$ cat config.mk
export PLATFORM = sky130hd
export DESIGN_NAME = ymux_nto1_arb
export DESIGN_NICKNAME = d
export VERILOG_FILES = /design/src/rtl/ymux_pkg.sv /design/src/rtl/ymux_rr_pick.sv /design/src/rtl/ymux_nto1_arb.sv
export SDC_FILE = /design/constraint.sdc
export NUM_CORES = 1
export LEC_CHECK = 0
export ABC_CLOCK_PERIOD_IN_PS = 6900
export BUFFER_PORTS_ARGS = -buffer_cell sky130_fd_sc_hd__buf_2
export CAP_MARGIN = 20
export CORE_MARGIN = 2
export CORE_UTILIZATION = 30
export DETAILED_ROUTE_END_ITERATION = 12
export GPL_ROUTABILITY_DRIVEN = 1
export GPL_TIMING_DRIVEN = 0
export SLEW_MARGIN = 25
export SYNTH_ARGS = -nofsm -noshare
export SYNTH_HDL_FRONTEND = slang
export SYNTH_HIERARCHICAL = 1
export SYNTH_SLANG_ARGS = --single-unit
$ cat constraint.sdc
create_clock -name clk -period 6.9 [get_ports clk]
set_clock_uncertainty 0.15 [all_clocks]
set_input_delay 1.035 -clock clk [delete_from_list [all_inputs] [get_ports clk]]
set_output_delay 1.035 -clock clk [all_outputs]
set_load 0.01 [all_outputs]
$ cat src/rtl/ymux_pkg.sv
// ymux_pkg: shared mode constants and output-slot state encoding for the N-to-1 arbiter
package ymux_pkg;
  localparam logic MODE_FIXED = 1'b0;
  localparam logic MODE_RR    = 1'b1;
  typedef enum logic {ST_EMPTY = 1'b0, ST_FULL = 1'b1} state_t;
endpackage

$ cat src/rtl/ymux_rr_pick.sv
// ymux_rr_pick: combinational round-robin picker, first set req at or after ptr (mod N)
//   req       in  N     request vector
//   ptr       in  SELW  highest-priority index
//   gnt_idx   out SELW  winning index (valid only with gnt_valid)
//   gnt_valid out 1     any request present
module ymux_rr_pick #(
  parameter int N = 4,
  parameter int SELW = $clog2(N)
) (
  input  logic [N-1:0]    req,
  input  logic [SELW-1:0] ptr,
  output logic [SELW-1:0] gnt_idx,
  output logic            gnt_valid
);
  logic [2*N-1:0] dbl;
  logic [SELW:0]  pos;
  always_comb begin
    dbl = {req, req};
    pos = '0;
    gnt_valid = 1'b0;
    // descending scan so the last hit, i.e. the lowest index in the window, wins
    for (int j = 2*N-1; j >= 0; j--)
      if (dbl[j] && j >= int'(ptr) && j < int'(ptr) + N) begin
        pos = (SELW+1)'(j);
        gnt_valid = 1'b1;
      end
    gnt_idx = (pos >= (SELW+1)'(N)) ? SELW'(pos - (SELW+1)'(N)) : SELW'(pos);
  end
endmodule

$ cat src/rtl/ymux_nto1_arb.sv
// ymux_nto1_arb: registered N-to-1 mux with fixed-select or round-robin arbitration
//   in_valid/in_data/in_ready  N producer channels (channel i at in_data[i*WIDTH +: WIDTH])
//   mode                       0 fixed select via sel, 1 round-robin
//   out_valid/out_data/out_sel single-entry output register, out_sel names the source
//   out_ready                  consumer accept
module ymux_nto1_arb
  import ymux_pkg::*;
#(
  parameter int WIDTH = 32,
  parameter int N = 4,
  localparam int SELW = $clog2(N)
) (
  input  logic                 clk,
  input  logic                 rst_n,
  input  logic [N-1:0]         in_valid,
  input  logic [N*WIDTH-1:0]   in_data,
  output logic [N-1:0]         in_ready,
  input  logic                 mode,
  input  logic [SELW-1:0]      sel,
  output logic                 out_valid,
  output logic [WIDTH-1:0]     out_data,
  output logic [SELW-1:0]      out_sel,
  input  logic                 out_ready
);
  localparam int P = 2**SELW;
  state_t            state, state_nxt;
  logic [SELW-1:0]   ptr, rr_idx, cand;
  logic              rr_v, gv, load_en, xfer, pop;
  logic [P-1:0]      vpad;
  logic [WIDTH-1:0]  din;
  ymux_rr_pick #(.N(N), .SELW(SELW)) u_pick (
    .req(in_valid), .ptr(ptr), .gnt_idx(rr_idx), .gnt_valid(rr_v)
  );
  // zero padding makes any sel >= N read as "not valid"
  assign vpad = P'(in_valid);
  assign cand = (mode == MODE_RR) ? rr_idx : sel;
  assign gv = (mode == MODE_RR) ? rr_v : vpad[sel];
  assign load_en = (state == ST_EMPTY) || out_ready;
  assign pop = (state == ST_FULL) && out_ready;
  // rst_n gating keeps in_ready quiet while reset is held
  assign xfer = rst_n && load_en && gv;
  assign in_ready = xfer ? (N'(1) << cand) : '0;
  assign out_valid = (state == ST_FULL);
  always_comb begin
    din = '0;
    for (int i = 0; i < N; i++)
      if (cand == SELW'(i)) din = in_data[i*WIDTH +: WIDTH];
  end
  always_comb state_nxt = xfer ? ST_FULL : (pop ? ST_EMPTY : state);
  always_ff @(posedge clk or negedge rst_n)
    if (!rst_n) begin
      state <= ST_EMPTY;
      out_data <= '0;
      out_sel <= '0;
      ptr <= '0;
    end else begin
      state <= state_nxt;
      if (xfer) begin
        out_data <= din;
        out_sel <= cand;
        if (mode == MODE_RR) ptr <= (cand == SELW'(N-1)) ? '0 : cand + 1'b1;
      end
    end
endmodule

; Word level (Yosys, flattened, before mapping)
; Index checks and enable logic that the tools add are counted.
[op_classes]
add_sub_neg = 3
order_cmp = 13
n_eq_ne = 3
shifts = 1
n_mux = 29
bitwise_logic = 1
reduce_logical = 18
[ops]
columns = op, n
row1 = $lt 4x32->1 const A, 4
row2 = $mux 32, 4
row3 = $lt 3x32->1 const A, 2
row4 = $lt 1x32->1 const A, 1
row5 = $lt 2x32->1 const A, 1
row6 = $mux 3, 8
row7 = $logic_and 1x1->1, 14
row8 = $mux 1, 12
row9 = $mux 2, 3
row10 = $add 2x3->4 const B, 1
row11 = $eq 2x2->1 const B, 2
row12 = $ge 1x2->1 const A, 2
row13 = $mux 4, 1
row14 = $shl 1x2->4 const A, 1
row15 = $ge 3x3->1 const B, 1
row16 = $lt 2x3->1 const B, 1
row17 = $add 2x1->2 const B, 1
row18 = $bmux 1 s2, 1
row19 = $eq 2x1->1 const B, 1
row20 = $ge 2x2->1 const A, 1
row21 = $logic_not 2->1, 1
row22 = $reduce_and 2->1, 1
row23 = $reduce_bool 2->1, 1
row24 = $sub 2x1->2 const B, 1
row25 = 2 further kinds, 2
[word_totals]
register_bits = 37
inputBits = 138
out_inout_bits = 39

; Depth between registers and ports, before layout
[logic_depth]
word_depth = 19
mapped_depth = 12
ltp_nobuf = 10

; Hierarchy
; The synthesis kept the hierarchy.
[modules_own_cells]
columns = mod, n_inst, cells_per_inst, area_each_um2, seq_area_each_um2
row1 = ymux_nto1_arb, 1, 259, 2402.3, 925.9
row2 = ymux_rr_pick, 1, 12, 73.8, 0.0

; Worst setup path after synthesis
; Ideal clock, no wire load.
[synth_timing]
kind = input -> output
from = in in_valid[2]
to = out in_ready[1]
t_arrival_ps = 2602
t_required_ps = 5715
setup_slack_ps = 3113
cell_stages = 10
n_path_buf = 2
path_cell_list = mux2i_1 nor2_1 a311oi_1 a21oi_1 inv_1 ha_1 clkbuf_1 clkbuf_1 inv_1 nor2_1
[synth_between]
elab_chain_cells = 13
word_cells_on_any_way = 27
[synth_lines]
columns = element, line
row1 = "start, declared", ymux_nto1_arb.sv:15  ; input logic [N-1:0] in_valid,
row2 = $logic_and 1x1->1, ymux_rr_pick.sv:23  ; if (dbl[j] && j >= int'(ptr) && j < int'(ptr) + N) begin
row3 = $mux 3 (4 in series), ymux_rr_pick.sv:23
row4 = $mux 3 (*) (3 in series), ymux_rr_pick.sv:23
row5 = $ge 3x3->1 or $sub 2x1->2 (tied branches), ymux_rr_pick.sv:27  ; gnt_idx = (pos >= (SELW+1)'(N)) ? SELW'(pos - (SELW+1)'(N)) : SELW'(pos);
row6 = $mux 2 (*), ymux_rr_pick.sv:27
row7 = net rr_idx[0], ymux_nto1_arb.sv:27  ; logic [SELW-1:0] ptr, rr_idx, cand;
row8 = $mux 2 (*), ymux_nto1_arb.sv:36  ; assign cand = (mode == MODE_RR) ? rr_idx : sel;
row9 = net cand[0], ymux_nto1_arb.sv:27
row10 = $shl 1x2->4 (*), ymux_nto1_arb.sv:42  ; assign in_ready = xfer ? (N'(1) << cand) : '0;
row11 = $mux 4 (*), ymux_nto1_arb.sv:42
row12 = "end, declared", ymux_nto1_arb.sv:17  ; output logic [N-1:0] in_ready,
; Mark *: on every way through the listed nets, which the timed path passes. The rest lies on a longest branch. The select of a mux whose other input is x is not followed.

; Final worst setup path
[layout_timing]
from = in in_valid[0]
to = out in_ready[1]
[layout_between]
elab_chain_cells = 11
word_cells_on_any_way = 23
[layout_lines]
columns = element, line
row1 = $logic_and 1x1->1, ymux_rr_pick.sv:23
row2 = $mux 3 (4 in series), ymux_rr_pick.sv:23
row3 = $mux 3 (*), ymux_rr_pick.sv:23
row4 = $ge 3x3->1 or $sub 2x1->2 (tied branches), ymux_rr_pick.sv:27
row5 = $mux 2 (*), ymux_rr_pick.sv:27
row6 = net rr_idx[0], ymux_nto1_arb.sv:27
row7 = $mux 2 (*), ymux_nto1_arb.sv:36
row8 = net cand[0], ymux_nto1_arb.sv:27
row9 = $shl 1x2->4 (*), ymux_nto1_arb.sv:42
row10 = $mux 4 (*), ymux_nto1_arb.sv:42
; Marked as above.

==> impl_metrics.ini <==
[run_status]
outcome = finished, final reports clean

[synthesis]
synth_cell_types = 25
yosysWarnings = 6
syn_area_per_cell_um2 = 9.14
synth_cells = 271
ys_ff_latch = 37
syn-num-nets = 413
netlist_area_um2 = 2480
ys_seq_area_share_pct = 37.4

[routing]
viasPerCell = 5.05
post_drt_wl_per_cell_um = 15.4
dr.first_iter.drc_count = 93
vias = 2829
drcViolationCount = 0
final_antenna_net_count = 0
dr.pass1.iters = 4
routed_wl_um = 8630

[layout]
nets = 596
final_common_cell = buf_2
area_growth_pct = 45.6
drive_above_1_share_pct = 45.5
final_util_pct = 44.5
n_antenna_cell = 0
layout_common_cells = 176 x buf_2, 38 x nor2_1, 37 x dfrtp_1
fillers = 819

[clock_network]
cts_resized = 0
cts_max_level = 2
cts.clk_slew.worst_paths_ns = 0.07
clockRootBuffer = clkbuf_8
hold_buffers = 0
worstSkewPairLatency_ns = 0.28
cts_sinks = 37
numCtsBuffers = 5
ctsLongestPathBuffers = 2
cts_setup_buffers = 0
tritoncts = yes

[place]
hpwl_um = 6670
dp_slack_ns = 2.44
portBuffers = 176
gp_congestion = 0.751

[grt]
grt_max_degree = 40
gr-total-overflow = 0
grt_pass1_vias = 2725
track_usage_pct = 19.4
grt_pass1_wl_um = 13400
antenna_found_initial = 0

[worst_setup_path]
critPathCaptureType = primary output
crit_path_start_kind = primary input
cp.arrival_ns = 3.29
worstPathRequired_ns = 5.71
cp_max_fo = 10
worst-setup-path-type = primary input to primary output

[min_path]
hold_path_class = flip-flop to flip-flop

[sta]
worst_pin_slew_ns = 0.888
slew_headroom_pct = 40.8
maxSlewViolCount = 0
rsz0062_at_grt = no
final.setup.worst_slack_ns = 2.43
finalCritPeriodShare_pct = 64.8
finalSetupViolCount = 0
min_period_ns = 4.47
hold_violations = 0
tns_ns = 0
fmax_mhz = 223

[floorplanning]
initial_core_util_pct = 30.6
die_w_um = 94.9
io_pins = 177
core_um2 = 8090
rows = 33
dieArea_um2 = 9000
die_h_um = 94.9

[power]
power.density_nw_per_um2 = 311
leakage_uw = 0.00178
peakVddDrop_mv = 0.118

[run]
maxCapViolCount = 0
where the power goes:
group	switching (µW)	internal [µW]	total (µW)
Clock	79.7	118	198
Sequential	50.0	318	368
Combinational	297	258	555
path summary, 6_finish.rpt:
path	from	end	slack (ns)	depth (start not counted)
max	in_valid[0]	in_ready[1]	2.43	12
min	out_data[22]$_DFFE_PN0N_	out_data[22]$_DFFE_PN0N_	0.34	1
max in group asynchronous	rst_n	out_data[18]$_DFFE_PN0N_	5.32	1
max reg2reg	ptr[1]$_DFFE_PN0P_	out_data[29]$_DFFE_PN0N_	3.57	12
min reg2reg	out_data[22]$_DFFE_PN0N_	out_data[22]$_DFFE_PN0N_	0.34	1
min in group asynchronous	rst_n	out_data[1]$_DFFE_PN0N_	0.70	1
cells by family (layout without fill, tap and decap cells):
group / after synthesis / after routing / share of synthesized area (%)
compound gates: 81 / 81 / 25.2
simple gates: 78 / 78 / 12.5
mux: 37 / 37 / 16.7
flops: 37 / 37 / 37.4
buf+inv: 34 / 218 / 6.22
fa+ha+maj: 4 / 4 / 2.02
sequential cells by signal, summed over array words and instances (netlist names):
register,flops
ptr,2
out_valid,1
out_data,32
out_sel,2
layer usage:
metal	track usage (%)	routed length, µm
met1	23.0	3560
met2	35.0	4300
met3	4.79	687
met4	5.07	89
met5	0	0
final cells by class:
cell class	instances	area, µm²	share of cell area [%]
Buffer	25	120	3.33
Clock buffer	7	86.3	2.39
Sequential cell	37	926	25.7
Clock inverter	1	30.0	0.833
Multi-Input combinational cell	200	1400	38.7
Tap cell	105	131	3.64
Inverter	9	33.8	0.937
Timing Repair Buffer	176	881	24.4
synthesized netlist by cell type, drive strengths merged:
cell	number	share of area [%]
nor2	38	5.8
o21a	1	0.30
inv	9	1.4
o41ai	1	0.35
a21oi	5	1.0
nand2b	2	0.51
ha	4	2.0
mux2	35	16
nand2	34	5.2
or2	1	0.25
a311oi	1	0.35
buf	4	1.7
a222oi	1	0.40
o31ai	31	9.4
a221oi	31	11
or4	1	0.30
o21ai	8	1.6
nor2b	2	0.51
dfrtp	37	37
clkbuf	21	3.2
a22o	1	0.35
mux2i	2	0.81
o2bb2a	1	0.40
worst max-delay path: stages:
cell	delay, ns
buf_2	0.13
mux2i_1	0.14
nor2_1	0.06
a311oi_1	0.33
a21oi_1	0.21
inv_1	0.12
ha_1	0.14
clkbuf_1	0.33
clkbuf_1	0.46
inv_1	0.08
nor2_1	0.12
buf_2	0.13
per-stage QoR:
| step | total power [µW] | hold slack (ns) | std cells | cell area, µm² |
|---|---|---|---|---|
| global placement | 922 | 0.320 | 552 | 3490 |
| finish | 1120 | 0.340 | 560 | 3600 |
| detailed placement | 936 | 0.326 | 552 | 3490 |
| CTS | 1140 | 0.346 | 560 | 3600 |
| global route | 1220 | 0.359 | 560 | 3600 |
| floorplan | 700 | 0.343 | 271 | 2480 |
Power figures use the tool's default switching activity.
